File: config.mk
export PLATFORM = sky130hd
export DESIGN_NAME = gate_sweep_ctrl
export DESIGN_NICKNAME = d
export VERILOG_FILES = /design/src/rtl/gate_sweep_ctrl.sv
export SDC_FILE = /design/constraint.sdc
export NUM_CORES = 1
export LEC_CHECK = 0
export ABC_CLOCK_PERIOD_IN_PS = 5100
export BUFFER_PORTS_ARGS = -buffer_cell sky130_fd_sc_hd__buf_2
export CAP_MARGIN = 20
export CORE_ASPECT_RATIO = 0.9
export CORE_MARGIN = 1
export CORE_UTILIZATION = 40
export CTS_CLUSTER_DIAMETER = 40
export DETAILED_ROUTE_END_ITERATION = 12
export GPL_ROUTABILITY_DRIVEN = 0
export PLACE_DENSITY = 0.65
export SLEW_MARGIN = 40
export SYNTH_ARGS = -nofsm -noshare
export SYNTH_HDL_FRONTEND = slang
export SYNTH_SLANG_ARGS = --single-unit
File: constraint.sdc
create_clock -name clk -period 5.1 [get_ports clk]
set_clock_uncertainty 0.15 [all_clocks]
set_input_delay 1.02 -clock clk [delete_from_list [all_inputs] [get_ports clk]]
set_output_delay 1.02 -clock clk [all_outputs]
set_load 0.01 [all_outputs]
File: src/rtl/gate_sweep_ctrl.sv
// gate_sweep_ctrl
// Truth-table sequencer for a 2-input logic gate under test. On start it
// walks the gate inputs through 00, 01, 10, 11. Each vector is held for
// HOLD_CYCLES settle cycles and then sampled for one cycle. The sampled gate
// output is compared with the selected expected function. The block reports a
// per-vector mismatch map, a failed-vector count, and pass/done flags.
module gate_sweep_ctrl #(
   parameter int HOLD_CYCLES = 10     // settle cycles per vector, 1..255
) (
   input  logic       clk,
   input  logic       rst_n,
   input  logic       start,
   input  logic [2:0] func,
   output logic       a,
   output logic       b,
   input  logic       c,
   output logic       busy,
   output logic       done,
   output logic       pass,
   output logic [3:0] mismatch_map,
   output logic [2:0] err_cnt
);

   typedef enum logic [1:0] {
      ST_IDLE   = 2'd0,
      ST_DRIVE  = 2'd1,
      ST_SAMPLE = 2'd2,
      ST_DONE   = 2'd3
   } state_t;

   // Function codes for the expected gate behaviour. Codes 6 and 7 are reserved.
   localparam logic [2:0] FN_AND  = 3'd0;
   localparam logic [2:0] FN_OR   = 3'd1;
   localparam logic [2:0] FN_NAND = 3'd2;
   localparam logic [2:0] FN_NOR  = 3'd3;
   localparam logic [2:0] FN_XOR  = 3'd4;
   localparam logic [2:0] FN_XNOR = 3'd5;

   // The last DRIVE cycle has hold count HOLD_CYCLES-1; SAMPLE follows it.
   localparam logic [7:0] HOLD_LAST = 8'(HOLD_CYCLES - 1);

   // Returns the expected gate output for vector v = {a,b} under function f.
   function automatic logic expected_out(input logic [2:0] f, input logic [1:0] v);
      logic x;
      logic y;
      x = v[1];
      y = v[0];
      case (f)
         FN_AND:  expected_out = x & y;
         FN_OR:   expected_out = x | y;
         FN_NAND: expected_out = ~(x & y);
         FN_NOR:  expected_out = ~(x | y);
         FN_XOR:  expected_out = x ^ y;
         FN_XNOR: expected_out = ~(x ^ y);
         default: expected_out = 1'b0;
      endcase
   endfunction

   state_t      state_q,  state_d;
   logic [1:0]  vec_q,    vec_d;
   logic [7:0]  hold_q,   hold_d;
   logic [2:0]  func_q,   func_d;
   logic        a_q,      a_d;
   logic        b_q,      b_d;
   logic        busy_q,   busy_d;
   logic        done_q,   done_d;
   logic        pass_q,   pass_d;
   logic [3:0]  map_q,    map_d;
   logic [2:0]  err_q,    err_d;

   logic        exp_c;
   logic        func_legal;
   logic        vec_miss;

   // The expected value follows the latched function, so later func changes are ignored.
   assign exp_c      = expected_out(func_q, vec_q);
   assign func_legal = (func <= FN_XNOR);
   assign vec_miss   = (c != exp_c);

   // State register and registered outputs; reset returns everything to zero.
   always_ff @(posedge clk or negedge rst_n) begin
      if (!rst_n) begin
         state_q <= ST_IDLE;
         vec_q   <= 2'd0;
         hold_q  <= 8'd0;
         func_q  <= 3'd0;
         a_q     <= 1'b0;
         b_q     <= 1'b0;
         busy_q  <= 1'b0;
         done_q  <= 1'b0;
         pass_q  <= 1'b0;
         map_q   <= 4'd0;
         err_q   <= 3'd0;
      end else begin
         state_q <= state_d;
         vec_q   <= vec_d;
         hold_q  <= hold_d;
         func_q  <= func_d;
         a_q     <= a_d;
         b_q     <= b_d;
         busy_q  <= busy_d;
         done_q  <= done_d;
         pass_q  <= pass_d;
         map_q   <= map_d;
         err_q   <= err_d;
      end
   end

   // Next-state logic and next values of the registered outputs.
   always_comb begin
      state_d = state_q;
      vec_d   = vec_q;
      hold_d  = hold_q;
      func_d  = func_q;
      a_d     = a_q;
      b_d     = b_q;
      busy_d  = busy_q;
      done_d  = 1'b0;
      pass_d  = pass_q;
      map_d   = map_q;
      err_d   = err_q;

      case (state_q)
         ST_IDLE: begin
            a_d    = 1'b0;
            b_d    = 1'b0;
            busy_d = 1'b0;
            if (start) begin
               func_d = func;
               if (func_legal) begin
                  // Results from the previous run are cleared at acceptance.
                  map_d   = 4'd0;
                  err_d   = 3'd0;
                  pass_d  = 1'b0;
                  vec_d   = 2'd0;
                  hold_d  = 8'd0;
                  a_d     = 1'b0;
                  b_d     = 1'b0;
                  busy_d  = 1'b1;
                  state_d = ST_DRIVE;
               end else begin
                  // A reserved function cannot be checked, so every vector is reported failed.
                  map_d   = 4'hF;
                  err_d   = 3'd4;
                  pass_d  = 1'b0;
                  done_d  = 1'b1;
                  state_d = ST_DONE;
               end
            end
         end

         ST_DRIVE: begin
            hold_d = hold_q + 8'd1;
            if (hold_q == HOLD_LAST) begin
               state_d = ST_SAMPLE;
            end
         end

         ST_SAMPLE: begin
            if (vec_miss) begin
               map_d[vec_q] = 1'b1;
               err_d        = err_q + 3'd1;
            end
            if (vec_q == 2'd3) begin
               // pass uses the count that already includes this final sample.
               pass_d  = (err_d == 3'd0);
               done_d  = 1'b1;
               busy_d  = 1'b0;
               a_d     = 1'b0;
               b_d     = 1'b0;
               state_d = ST_DONE;
            end else begin
               vec_d   = vec_q + 2'd1;
               hold_d  = 8'd0;
               a_d     = vec_d[1];
               b_d     = vec_d[0];
               state_d = ST_DRIVE;
            end
         end

         ST_DONE: begin
            // A start request during DONE is deliberately ignored.
            a_d     = 1'b0;
            b_d     = 1'b0;
            busy_d  = 1'b0;
            state_d = ST_IDLE;
         end

         default: begin
            state_d = ST_IDLE;
         end
      endcase
   end

   assign a            = a_q;
   assign b            = b_q;
   assign busy         = busy_q;
   assign done         = done_q;
   assign pass         = pass_q;
   assign mismatch_map = map_q;
   assign err_cnt      = err_q;

endmodule
==> results of run 1 <==
worst reg2reg max path, stage by stage (launching register included):
cell                      delay (ps)
sky130_fd_sc_hd__dfrtp_1         460
sky130_fd_sc_hd__inv_1           110
sky130_fd_sc_hd__ha_1            570
sky130_fd_sc_hd__a221o_1         620
sky130_fd_sc_hd__nor3_1          110
sky130_fd_sc_hd__a21o_1          170
sky130_fd_sc_hd__a22o_1          170
sequential cells by signal, indices dropped and copies added (netlist names):
register	cells
func_q	3
vec_q	2
state_q	2
hold_q	8
a	1
err_cnt	3
busy	1
pass	1
b	1
mismatch_map	4
done	1
power groups by stage:
| stage | Clock, W | Combinational, W | Sequential (W) |
|---|---|---|---|
| finish | 0.000126 | 0.000511 | 0.000353 |
| global route | 0.000139 | 0.000572 | 0.000366 |
| CTS | 0.000129 | 0.000513 | 0.000353 |
| detailed placement | 0 | 0.000511 | 0.000357 |
| global placement | 0 | 0.000507 | 0.000356 |
| floorplan | 0 | 0.000396 | 0.000361 |
worst paths after layout:
kind / startpoint / endpoint / slack [ps]
worst max register to register: state_q[0] / hold_q[4] / 2630
worst max-delay path: state_q[0] / hold_q[4] / 2630
min in group asynchronous: rst_n / err_cnt[0] / 600
worst min register to register: b / b / 370
max in group asynchronous: rst_n / hold_q[5] / 3800
worst min-delay path: b / b / 370
final cells by class:
type / count / area share
sequential: 27 / 0.3651
inverter: 12 / 0.02434
tap: 48 / 0.03245
timing repair buffer: 18 / 0.04868
multi-input combinational: 140 / 0.5051
clock buffer: 4 / 0.02434
kinds of logic after synthesis:
logic type               count (synthesis)  share of synthesized area
AO/OA/AOI/OAI                           52                     0.2121
multiplexers                             6                    0.03843
XOR/XNOR                                 1                   0.005175
AND/OR/NAND/NOR                         68                     0.2003
adder cells (fa/ha/maj)                 13                    0.09609
flip-flops                              27                     0.3991
buffers and inverters                   20                    0.04878
stage by stage:
stage,setup slack (ps),utilization,total power (W),cell area [sq um]
2_1_floorplan,2629,-,0.0007568,1693
3_3_place_gp,2458,0.4432,0.0008631,1805
3_5_place_dp,2435,0.4432,0.0008681,1805
4_1_cts,2667,0.4542,0.0009945,1851
5_1_grt,2444,0.4542,0.001078,1851
6_report,2630,0.4542,0.0009901,1851
layout by cell type (no fill, tap or decap), types with 2 or more instances in the layout:
cell type and instances:
sky130_fd_sc_hd__a21oi_1 7, sky130_fd_sc_hd__clkbuf_8 3, sky130_fd_sc_hd__nand2_1 23, sky130_fd_sc_hd__nor2_1 11, sky130_fd_sc_hd__nand3_1 9, sky130_fd_sc_hd__and3_1 2
sky130_fd_sc_hd__o22ai_1 4, sky130_fd_sc_hd__a22o_1 6, sky130_fd_sc_hd__mux2_2 4, sky130_fd_sc_hd__ha_1 13, sky130_fd_sc_hd__nor3_1 6, sky130_fd_sc_hd__mux2i_1 2
sky130_fd_sc_hd__o21ai_0 14, sky130_fd_sc_hd__dfrtp_1 27, sky130_fd_sc_hd__a21o_1 6, sky130_fd_sc_hd__o41ai_1 2, sky130_fd_sc_hd__nor3b_1 4, sky130_fd_sc_hd__buf_2 18
sky130_fd_sc_hd__a31oi_1 4, sky130_fd_sc_hd__nand2b_1 4, sky130_fd_sc_hd__inv_1 12
layer usage:
metal / up-vias / routed length, um
li1: 706 / -
met1: 643 / 1710
met2: 27 / 1471
met3: 2 / 170
met4: 0 / 10
met5: - / 0
==> impl_metrics.sql, run 1 <==
INSERT INTO impl_metrics (metric_group, metric, value, unit) VALUES
('critical_path', 'timing.critical_path.depth', '6', ''),
('synth', 'synth_nets', '207', ''),
('timing', 'slew_headroom', '0.5758', ''),
('outcome', 'violations_in_the_final_reports', 'design-rule violations', ''),
('routing', 'route.detailed.drc', '4', ''),
('global_routing', 'grt_antenna_before_repair', '0', ''),
('hold_path', 'hold_path_depth', '1', ''),
('critical_path', 'startpoint_class_of_the_critical_path', 'flop', ''),
('critical_path', 'path_buf_inv', '1', ''),
('outcome', 'outcome', 'complete, but fails checks', ''),
('power_and_ir_drop', 'sequentialPowerShare', '0.356', ''),
('synth', 'postSynth.asyncResetShare', '1.000', ''),
('clock_tree', 'cts-resized-gates', '0', ''),
('synth', 'yosys.area.top_type', 'sky130_fd_sc_hd__dfrtp_1', ''),
('floorplan', 'floorplan.io_pins', '19', ''),
('critical_path', 'crit_chain', 'inv_1, ha_1, a221o_1, nor3_1, a21o_1, a22o_1', ''),
('synth', 'yosysUniqueCellTypes', '40', ''),
('power_and_ir_drop', 'share_of_power_burned_in_the_clock_network', '0.127', ''),
('synth', 'synth.cells.most_frequent', 'sky130_fd_sc_hd__dfrtp_1, sky130_fd_sc_hd__nand2_1, sky130_fd_sc_hd__o21ai_0', ''),
('clock_tree', 'tritoncts_clock_tree', 'done', ''),
('global_routing', 'gr-usage-met1', '0.2305', ''),
('clock_tree', 'cts_root_buf', 'sky130_fd_sc_hd__clkbuf_8', ''),
('layout', 'layout_filler_cell_count', '401', ''),
('timing', 'setup-tns-final', '0', 'ps'),
('clock_tree', 'cts-hold-fix-buffers', '0', ''),
('routing', 'wl_per_cell', '13.50', 'um'),
('clock_tree', 'max-clock-path-buffers', '2', ''),
('global_routing', 'grt_max_degree', '28', ''),
('layout', 'fin_cells', '249', ''),
('critical_path', 'critical_path_class', 'flop to flop', ''),
('power_and_ir_drop', 'powerDensity', '535.0', 'nW/um^2'),
('global_routing', 'grt_first_pass_wirelength', '5.658', 'mm'),
('synth', 'sequential_fraction_of_the_synthesis_area', '0.3991', ''),
('clock_tree', 'clk_latency', '270', 'ps'),
('routing', 'iter_0_drt_violations', '61', ''),
('synth', 'cell_area_after_synthesis', '1693', 'sq um'),
('power_and_ir_drop', 'vdd.ir_drop.worst', '0.1912', 'mV'),
('critical_path', 'worstPathRequired', '5120', 'ps'),
('power_and_ir_drop', 'netSwitchingPower', '0.0004437', 'W'),
('power_and_ir_drop', 'switching_share', '0.4482', ''),
('layout', 'drive_gt1_frac', '0.1443', ''),
('synth', 'synth_register_bits', '27', ''),
('routing', 'antenna_violating_nets_post_route', '0', ''),
('synth', 'syn_avg_cell_area', '9.053', 'sq um'),
('timing', 'report.final.hold_viol_count', '0', ''),
('global_routing', 'grtUsageMet3', '0.02560', ''),
('synth', 'netlist_top_cells_area', 'sky130_fd_sc_hd__dfrtp_1, sky130_fd_sc_hd__ha_1, sky130_fd_sc_hd__nand2_1, sky130_fd_sc_hd__o21ai_0, sky130_fd_sc_hd__a22o_1', ''),
('routing', 'detail_route.wirelength', '3.362', 'mm'),
('layout', 'area_delta_synth_final', '9.312', '%'),
('power_and_ir_drop', 'power.combinational.fraction', '0.516', ''),
('floorplan', 'rows', '22', ''),
('clock_tree', 'cts_num_sinks', '27', ''),
('floorplan', 'die-width', '70.58', 'um'),
('placed_design', 'numPortBuffers', '18', ''),
('critical_path', 'critical-path-top-delay-family', 'compound AO/OA/AOI/OAI gates', ''),
('timing', 'timing.final.crit_share', '0.4843', ''),
('clock_tree', 'post-cts-setup-buffers', '0', ''),
('timing', 'layout_min_cycle_time', '2470', 'ps'),
('hold_path', 'hold_class', 'flop to flop', ''),
('floorplan', 'fp.dieH', '63.72', 'um'),
('critical_path', 'cp_data_arrival_time', '2490', 'ps'),
('global_routing', 'grt_remaining_overflow', '0', ''),
('synth', 'syn_inst', '187', ''),
('critical_path', 'worstPathMaxFanout', '19', ''),
('critical_path', 'worst_r2r_path_depth', '6', ''),
('synth', 'top_flip_flop_cell_by_instance_count_after_synthesis', 'sky130_fd_sc_hd__dfrtp_1', ''),
('layout', 'final_net_count', '222', ''),
('critical_path', 'cp_slowest_cell', 'sky130_fd_sc_hd__a221o_1', ''),
('placed_design', 'dp_cells', '245', ''),
('floorplan', 'design.core.area', '4074', 'sq um'),
('power_and_ir_drop', 'p_leak', '0.9007', 'nW');
No activity file was read; power rests on OpenSTA's default activity.
==> inputs of run 2 (changes only) <==
--- a/config.mk
+++ b/config.mk
@@ -5,7 +5,7 @@
 export SDC_FILE = /design/constraint.sdc
 export NUM_CORES = 1
 export LEC_CHECK = 0
-export ABC_CLOCK_PERIOD_IN_PS = 5100
+export ABC_CLOCK_PERIOD_IN_PS = 2400
 export BUFFER_PORTS_ARGS = -buffer_cell sky130_fd_sc_hd__buf_2
 export CAP_MARGIN = 20
 export CORE_ASPECT_RATIO = 0.9
==> constraint.sdc (replaced) <==
create_clock -name clk -period 2.4 [get_ports clk]
set_clock_uncertainty 0.15 [all_clocks]
set_input_delay 0.48 -clock clk [delete_from_list [all_inputs] [get_ports clk]]
set_output_delay 0.48 -clock clk [all_outputs]
set_load 0.01 [all_outputs]
==> run 2 against run 1 <==
The flow still finishes with violations (design-rule violations). Critical endpoint is now err_cnt[0]. Critical path depth grew 2. Critical path type unchanged. Power increased by 120%. Sequential share of layout area is 0.40 points lower. Largest power group unchanged. Final cell count grew 1.2%. Register-to-register slack got worse by 2500 ps.
==> impl_metrics.sql, run 2 (synthesis results as in run 1) <==
INSERT INTO impl_metrics (metric_group, metric, value, unit) VALUES
('clock_tree', 'clk_latency', '270', 'ps'),
('floorplan', 'fp.dieH', '63.72', 'um'),
('timing', 'setup-violations-final', '0', ''),
('clock_tree', 'tritoncts.num_buffers', '3', ''),
('global_routing', 'grt_first_pass_wirelength', '6.182', 'mm'),
('critical_path', 'path_buf_inv', '2', ''),
('critical_path', 'reg2reg_slack', '120', 'ps'),
('clock_tree', 'cts-resized-gates', '0', ''),
('critical_path', 'worst_r2r_path_depth', '8', ''),
('global_routing', 'grt_remaining_overflow', '0', ''),
('timing', 'fin_worst_hold_slack', '61.43', 'ps'),
('floorplan', 'design.core.area', '4074', 'sq um'),
('clock_tree', 'cts_num_sinks', '27', ''),
('timing', 'timing.final.crit_share', '0.9510', ''),
('critical_path', 'critical-path-top-delay-family', 'multiplexers', ''),
('critical_path', 'cp_data_arrival_time', '2290', 'ps'),
('global_routing', 'grt_antenna_before_repair', '0', ''),
('layout', 'registers.top_by_ff_count', 'hold_q', ''),
('clock_tree', 'max-clock-path-buffers', '2', ''),
('critical_path', 'timing.rr.end', 'err_cnt[0]', ''),
('critical_path', 'crit-reg2reg-launch', 'vec_q[0]', ''),
('power_and_ir_drop', 'vdd.ir_drop.worst', '0.4827', 'mV'),
('critical_path', 'worstPathMaxFanout', '8', ''),
('critical_path', 'startpoint_class_of_the_critical_path', 'flop', ''),
('clock_tree', 'tritoncts_clock_tree', 'done', ''),
('hold_path', 'hold_class', 'input pin to asynchronous set/reset pin', ''),
('outcome', 'outcome', 'complete, but fails checks', ''),
('power_and_ir_drop', 'p_leak', '0.9138', 'nW'),
('timing', 'drv_slew', '0', ''),
('clock_tree', 'cts_root_buf', 'sky130_fd_sc_hd__clkbuf_8', ''),
('layout', 'layout_filler_cell_count', '413', ''),
('routing', 'iter_0_drt_violations', '75', ''),
('layout', 'flip_flop_count_of_the_largest_register_after_layout', '8', ''),
('routing', 'routed_via_count', '1404', ''),
('timing', 'clock.fmax', '0.4381', 'GHz'),
('routing', 'wl_per_cell', '13.88', 'um'),
('timing', 'post-route-worst-setup-slack', '117.6', 'ps'),
('power_and_ir_drop', 'powerDensity', '1154', 'nW/um^2'),
('routing', 'detail_route.wirelength', '3.497', 'mm'),
('floorplan', 'initial_cell_density_of_the_core', '0.4155', ''),
('global_routing', 'first_global_vias', '1365', ''),
('routing', 'route.detailed.drc', '4', ''),
('timing', 'layout_min_cycle_time', '2282', 'ps'),
('floorplan', 'design.die.area', '4497', 'sq um'),
('layout', 'drive_gt1_frac', '0.1618', ''),
('global_routing', 'grtUsageTotal', '0.1710', ''),
('critical_path', 'cp_slowest_cell', 'sky130_fd_sc_hd__dfrtp_2', ''),
('routing', 'drtPass1Iterations', '8', ''),
('timing', 'setup-tns-final', '0', 'ps'),
('routing', 'antenna_violating_nets_post_route', '0', ''),
('timing', 'slew_headroom', '0.5708', ''),
('critical_path', 'crit_chain', 'inv_1, ha_1, xnor2_1, mux2_2, nand4_2, buf_4, mux2i_1, o21ai_0', ''),
('layout', 'final_core_density', '0.4601', ''),
('layout', 'final_cell_mix', 'sky130_fd_sc_hd__dfrtp_1, sky130_fd_sc_hd__nand2_1, sky130_fd_sc_hd__buf_2', ''),
('layout', 'area_delta_synth_final', '10.72', '%'),
('critical_path', 'worstPathRequired', '2410', 'ps'),
('critical_path', 'critPathMaxStageDelay', '420', 'ps'),
('critical_path', 'critical_path_class', 'flop to flop', ''),
('timing', 'report.final.hold_viol_count', '0', ''),
('timing', 'unrepaired_setup_endpoints_after_global_routing', 'no', ''),
('floorplan', 'die-width', '70.58', 'um'),
('floorplan', 'rows', '22', ''),
('clock_tree', 'post-cts-setup-buffers', '0', ''),
('timing', 'worst-slew-pin-transition', '637.1', 'ps'),
('clock_tree', 'cts-hold-fix-buffers', '0', ''),
('global_routing', 'grt_max_degree', '28', ''),
('clock_tree', 'clk_pin_slew_worst_paths', '100', 'ps'),
('placed_design', 'dpl_worst_slack', '86.06', 'ps'),
('floorplan', 'floorplan.io_pins', '19', ''),
('outcome', 'violations_in_the_final_reports', 'design-rule violations', ''),
('layout', 'antenna_cells', '0', ''),
('critical_path', 'end_kind', 'flop', ''),
('routing', 'avgViaCountPerCell', '5.571', ''),
('placed_design', 'detailedPlacementHpwl', '2.488', 'mm'),
('placed_design', 'numPortBuffers', '18', ''),
('layout', 'layout_commonest_cell', 'sky130_fd_sc_hd__dfrtp_1', ''),
('flow_run', 'maxCapViolations', '0', ''),
('clock_tree', 'h-tree-depth', '1', ''),
('layout', 'final_net_count', '225', '');
run 2: cell count changes in the layout (fill, tap and decap cells not counted):
cell                      before  now
sky130_fd_sc_hd__buf_4         0    3
sky130_fd_sc_hd__dfrtp_1      27   26
sky130_fd_sc_hd__dfrtp_2       0    1
run 2: worst reg2reg max path: stages (launching register included):
cell and delay, ps:
sky130_fd_sc_hd__dfrtp_2 420, sky130_fd_sc_hd__inv_1 100, sky130_fd_sc_hd__ha_1 360, sky130_fd_sc_hd__xnor2_1 180, sky130_fd_sc_hd__mux2_2 360, sky130_fd_sc_hd__nand4_2 170, sky130_fd_sc_hd__buf_4 180, sky130_fd_sc_hd__mux2i_1 170
sky130_fd_sc_hd__o21ai_0 80
run 2: how the worst max path moves through the flow:
| stage | slack, ps | cells past startpoint | startpoint | to |
|---|---|---|---|---|
| final | 120 | 8 | vec_q[0] | err_cnt[0] |
| after global routing | 40 | 8 | vec_q[0] | err_cnt[0] |
| after CTS | 90 | 8 | vec_q[0] | err_cnt[0] |
| after floorplan | 230 | 8 | vec_q[0] | err_cnt[2] |
| after global placement | 190 | 8 | vec_q[0] | err_cnt[0] |
| after detailed placement | 90 | 8 | vec_q[0] | err_cnt[0] |
run 2: stage by stage:
step	cells	total power (W)	area (sq um)
after floorplan	187	0.001608	1693
after global placement	248	0.001895	1828
after detailed placement	248	0.001905	1828
after CTS	252	0.002171	1873
after global routing	252	0.002364	1874
final	252	0.002163	1874
run 2: area by class of cell:
type                       instances  area [sq um]  area share
timing repair buffer              21         112.6     0.06008
inverter                          12         45.04     0.02403
multi-input combinational        140         934.6      0.4987
clock buffer                       4         45.04     0.02403
sequential                        27         676.9      0.3611
tap                               48         60.06     0.03204
run 2: routing by layer:
metal	track usage	up-vias	routed length (um)
met2	0.2682	29	1513
met3	0.02400	0	100
met5	0	-	0
met1	0.2500	672	1883
met4	0.03750	0	0
li1	-	703	-
run 2: report_power, final:
group          internal [W]  switching (W)  total, W
registers          0.000601       0.000152  0.000753
clock network      0.000119       0.000144  0.000263
logic              0.000477       0.000670   0.00115
==> inputs of run 3 (changes only) <==
--- a/config.mk
+++ b/config.mk
@@ -7,14 +7,15 @@
 export LEC_CHECK = 0
 export ABC_CLOCK_PERIOD_IN_PS = 2400
 export BUFFER_PORTS_ARGS = -buffer_cell sky130_fd_sc_hd__buf_2
-export CAP_MARGIN = 20
 export CORE_ASPECT_RATIO = 0.9
 export CORE_MARGIN = 1
 export CORE_UTILIZATION = 40
+export CTS_BUF_LIST = sky130_fd_sc_hd__clkbuf_8
 export CTS_CLUSTER_DIAMETER = 40
 export DETAILED_ROUTE_END_ITERATION = 12
 export GPL_ROUTABILITY_DRIVEN = 0
 export PLACE_DENSITY = 0.65
+export SETUP_SLACK_MARGIN = 0.3
 export SLEW_MARGIN = 40
 export SYNTH_ARGS = -nofsm -noshare
 export SYNTH_HDL_FRONTEND = slang
==> run 3 against run 2 <==
The run still ends with design-rule violations left. First-iteration DRC count shrank 4.0%. Clock-buffer cell count decreased by 1. Wire length is 5.1% higher. Hold slack got worse by 3.9 ps. Setup slack improved by 190 ps. Critical path depth decreased by 1. Power rose by 11%. Maximum frequency up 8.9%. Register-to-register slack improved by 190 ps. Sequential share of layout area fell by 2.4 points. Combinational power rose by 20%.
==> impl_metrics.sql, run 3 (synthesis results as in run 1) <==
INSERT INTO impl_metrics (metric_group, metric, value, unit) VALUES
('timing', 'worst-slew-pin-transition', '620.3', 'ps'),
('timing', 'report.final.hold_viol_count', '0', ''),
('floorplan', 'design.die.area', '4497', 'sq um'),
('floorplan', 'floorplan.io_pins', '19', ''),
('hold_path', 'hold_class', 'input pin to asynchronous set/reset pin', ''),
('layout', 'area_delta_synth_final', '18.77', '%'),
('flow_run', 'maxCapViolations', '0', ''),
('critical_path', 'reg2reg_slack', '300', 'ps'),
('critical_path', 'startpoint_class_of_the_critical_path', 'flop', ''),
('critical_path', 'worst_r2r_path_depth', '7', ''),
('critical_path', 'critical_path_class', 'flop to flop', ''),
('timing', 'setup-violations-final', '0', ''),
('placed_design', 'numPortBuffers', '18', ''),
('critical_path', 'worstPathMaxFanout', '8', ''),
('routing', 'drtPass1Iterations', '8', ''),
('power_and_ir_drop', 'vdd.ir_drop.worst', '0.5526', 'mV'),
('global_routing', 'grtUsageTotal', '0.1771', ''),
('clock_tree', 'clk_latency', '280', 'ps'),
('clock_tree', 'tritoncts_clock_tree', 'done', ''),
('timing', 'clock.fmax', '0.4772', 'GHz'),
('clock_tree', 'h-tree-depth', '1', ''),
('routing', 'detail_route.wirelength', '3.676', 'mm'),
('clock_tree', 'tritoncts.num_buffers', '3', ''),
('global_routing', 'grt_antenna_before_repair', '0', ''),
('floorplan', 'initial_cell_density_of_the_core', '0.4155', ''),
('power_and_ir_drop', 'powerDensity', '1195', 'nW/um^2'),
('clock_tree', 'cts_num_sinks', '27', ''),
('outcome', 'outcome', 'complete, but fails checks', ''),
('routing', 'routed_via_count', '1429', ''),
('clock_tree', 'max-clock-path-buffers', '2', ''),
('timing', 'setup-tns-final', '0', 'ps'),
('timing', 'drv_slew', '0', ''),
('global_routing', 'grt_remaining_overflow', '0', ''),
('timing', 'timing.final.crit_share', '0.8731', ''),
('floorplan', 'die-width', '70.58', 'um'),
('clock_tree', 'clk_pin_slew_worst_paths', '100', 'ps'),
('routing', 'avgViaCountPerCell', '5.454', ''),
('routing', 'route.detailed.drc', '2', ''),
('layout', 'antenna_cells', '0', ''),
('routing', 'wl_per_cell', '14.03', 'um'),
('layout', 'final_net_count', '235', ''),
('layout', 'flip_flop_count_of_the_largest_register_after_layout', '8', ''),
('timing', 'post-route-worst-setup-slack', '304.5', 'ps'),
('routing', 'iter_0_drt_violations', '72', ''),
('timing', 'unrepaired_setup_endpoints_after_global_routing', 'yes', ''),
('outcome', 'violations_in_the_final_reports', 'design-rule violations', ''),
('layout', 'registers.top_by_ff_count', 'hold_q', ''),
('global_routing', 'grt_first_pass_wirelength', '6.292', 'mm'),
('clock_tree', 'cts_root_buf', 'sky130_fd_sc_hd__clkbuf_8', ''),
('power_and_ir_drop', 'p_leak', '0.9825', 'nW'),
('critical_path', 'crit-reg2reg-launch', 'vec_q[0]', ''),
('global_routing', 'first_global_vias', '1375', ''),
('layout', 'layout_filler_cell_count', '388', ''),
('layout', 'drive_gt1_frac', '0.2477', ''),
('floorplan', 'design.core.area', '4074', 'sq um'),
('clock_tree', 'cts-hold-fix-buffers', '0', ''),
('global_routing', 'grt_max_degree', '28', ''),
('layout', 'final_cell_mix', 'sky130_fd_sc_hd__dfrtp_1, sky130_fd_sc_hd__nand2_1, sky130_fd_sc_hd__buf_2', ''),
('layout', 'layout_commonest_cell', 'sky130_fd_sc_hd__dfrtp_1', ''),
('floorplan', 'rows', '22', ''),
('critical_path', 'worstPathRequired', '2410', 'ps'),
('floorplan', 'fp.dieH', '63.72', 'um'),
('critical_path', 'timing.rr.end', 'err_cnt[2]', ''),
('timing', 'layout_min_cycle_time', '2096', 'ps'),
('critical_path', 'end_kind', 'flop', ''),
('critical_path', 'cp_data_arrival_time', '2110', 'ps'),
('placed_design', 'detailedPlacementHpwl', '2.551', 'mm'),
('placed_design', 'dpl_worst_slack', '242.3', 'ps'),
('routing', 'antenna_violating_nets_post_route', '0', ''),
('timing', 'slew_headroom', '0.5865', '');
-- run 3: cell count changes in the layout (fill, tap and decap cells not counted), sizes merged --
cell    before  now
clkinv       0    1
a221o        1    2
buf         21   30
clkbuf       4    3
-- run 3: routing by layer --
metal	wire length, um	share of wire	GRT usage
met1	1836	0.50	0.2540
met2	1642	0.45	0.2803
met3	175	0.048	0.03520
met4	22	0.0060	0.03000
met5	0	0	0
-- run 3: what timing repair did --
action,in CTS,in global routing
gates cloned,0,1
pin swaps,0,2
gates resized for setup,2,9
buffers inserted,0,7
setup endpoints to repair,9,11
-- run 3: power breakdown --
part / internal [W] / leakage (nW) / switching, W
registers: 0.000603 / 0.345 / 0.000161
logic: 0.000640 / 0.612 / 0.000735
clock network: 0.000117 / 0.0255 / 0.000149
total: 0.00136 / 0.982 / 0.00104
-- run 3: through the flow --
stage	area (sq um)	power, W	instances	utilization	hold slack, ps
floorplan	1705	0.001623	187	-	34.41
global placement	1856	0.001938	250	0.4555	332.1
detailed placement	1856	0.001949	250	0.4555	329.2
CTS	1912	0.002240	254	0.4693	87.19
global route	2011	0.002616	262	0.4936	98.83
finish	2011	0.002404	262	0.4936	57.48
-- run 3: area by class of cell --
cell class | instances | area, sq um | area share
clock buffer | 3 | 41.29 | 0.02054
clock inverter | 1 | 5.005 | 0.002489
inverter | 12 | 47.55 | 0.02365
multi-input combinational | 141 | 998.5 | 0.4966
sequential | 27 | 678.2 | 0.3373
tap | 48 | 60.06 | 0.02987
timing repair buffer | 30 | 180.2 | 0.08961
-- run 3: worst max path at each step --
stage | startpoint | cells after the start | slack [ps] | to
after floorplan | vec_q[0] | 8 | 320 | err_cnt[2]
after global placement | vec_q[0] | 7 | 270 | err_cnt[2]
after detailed placement | vec_q[0] | 7 | 240 | err_cnt[2]
after CTS | vec_q[0] | 7 | 270 | err_cnt[2]
after global routing | vec_q[1] | 7 | 250 | err_cnt[2]
final | vec_q[0] | 7 | 300 | err_cnt[2]
-- run 3: critical path, stage by stage (launching register included) --
cell and delay (ps):
sky130_fd_sc_hd__dfrtp_2 470, sky130_fd_sc_hd__inv_4 90, sky130_fd_sc_hd__ha_4 210, sky130_fd_sc_hd__xnor2_2 160, sky130_fd_sc_hd__mux2_2 380, sky130_fd_sc_hd__nand4_4 120
sky130_fd_sc_hd__nand2_2 60, sky130_fd_sc_hd__a311o_1 340
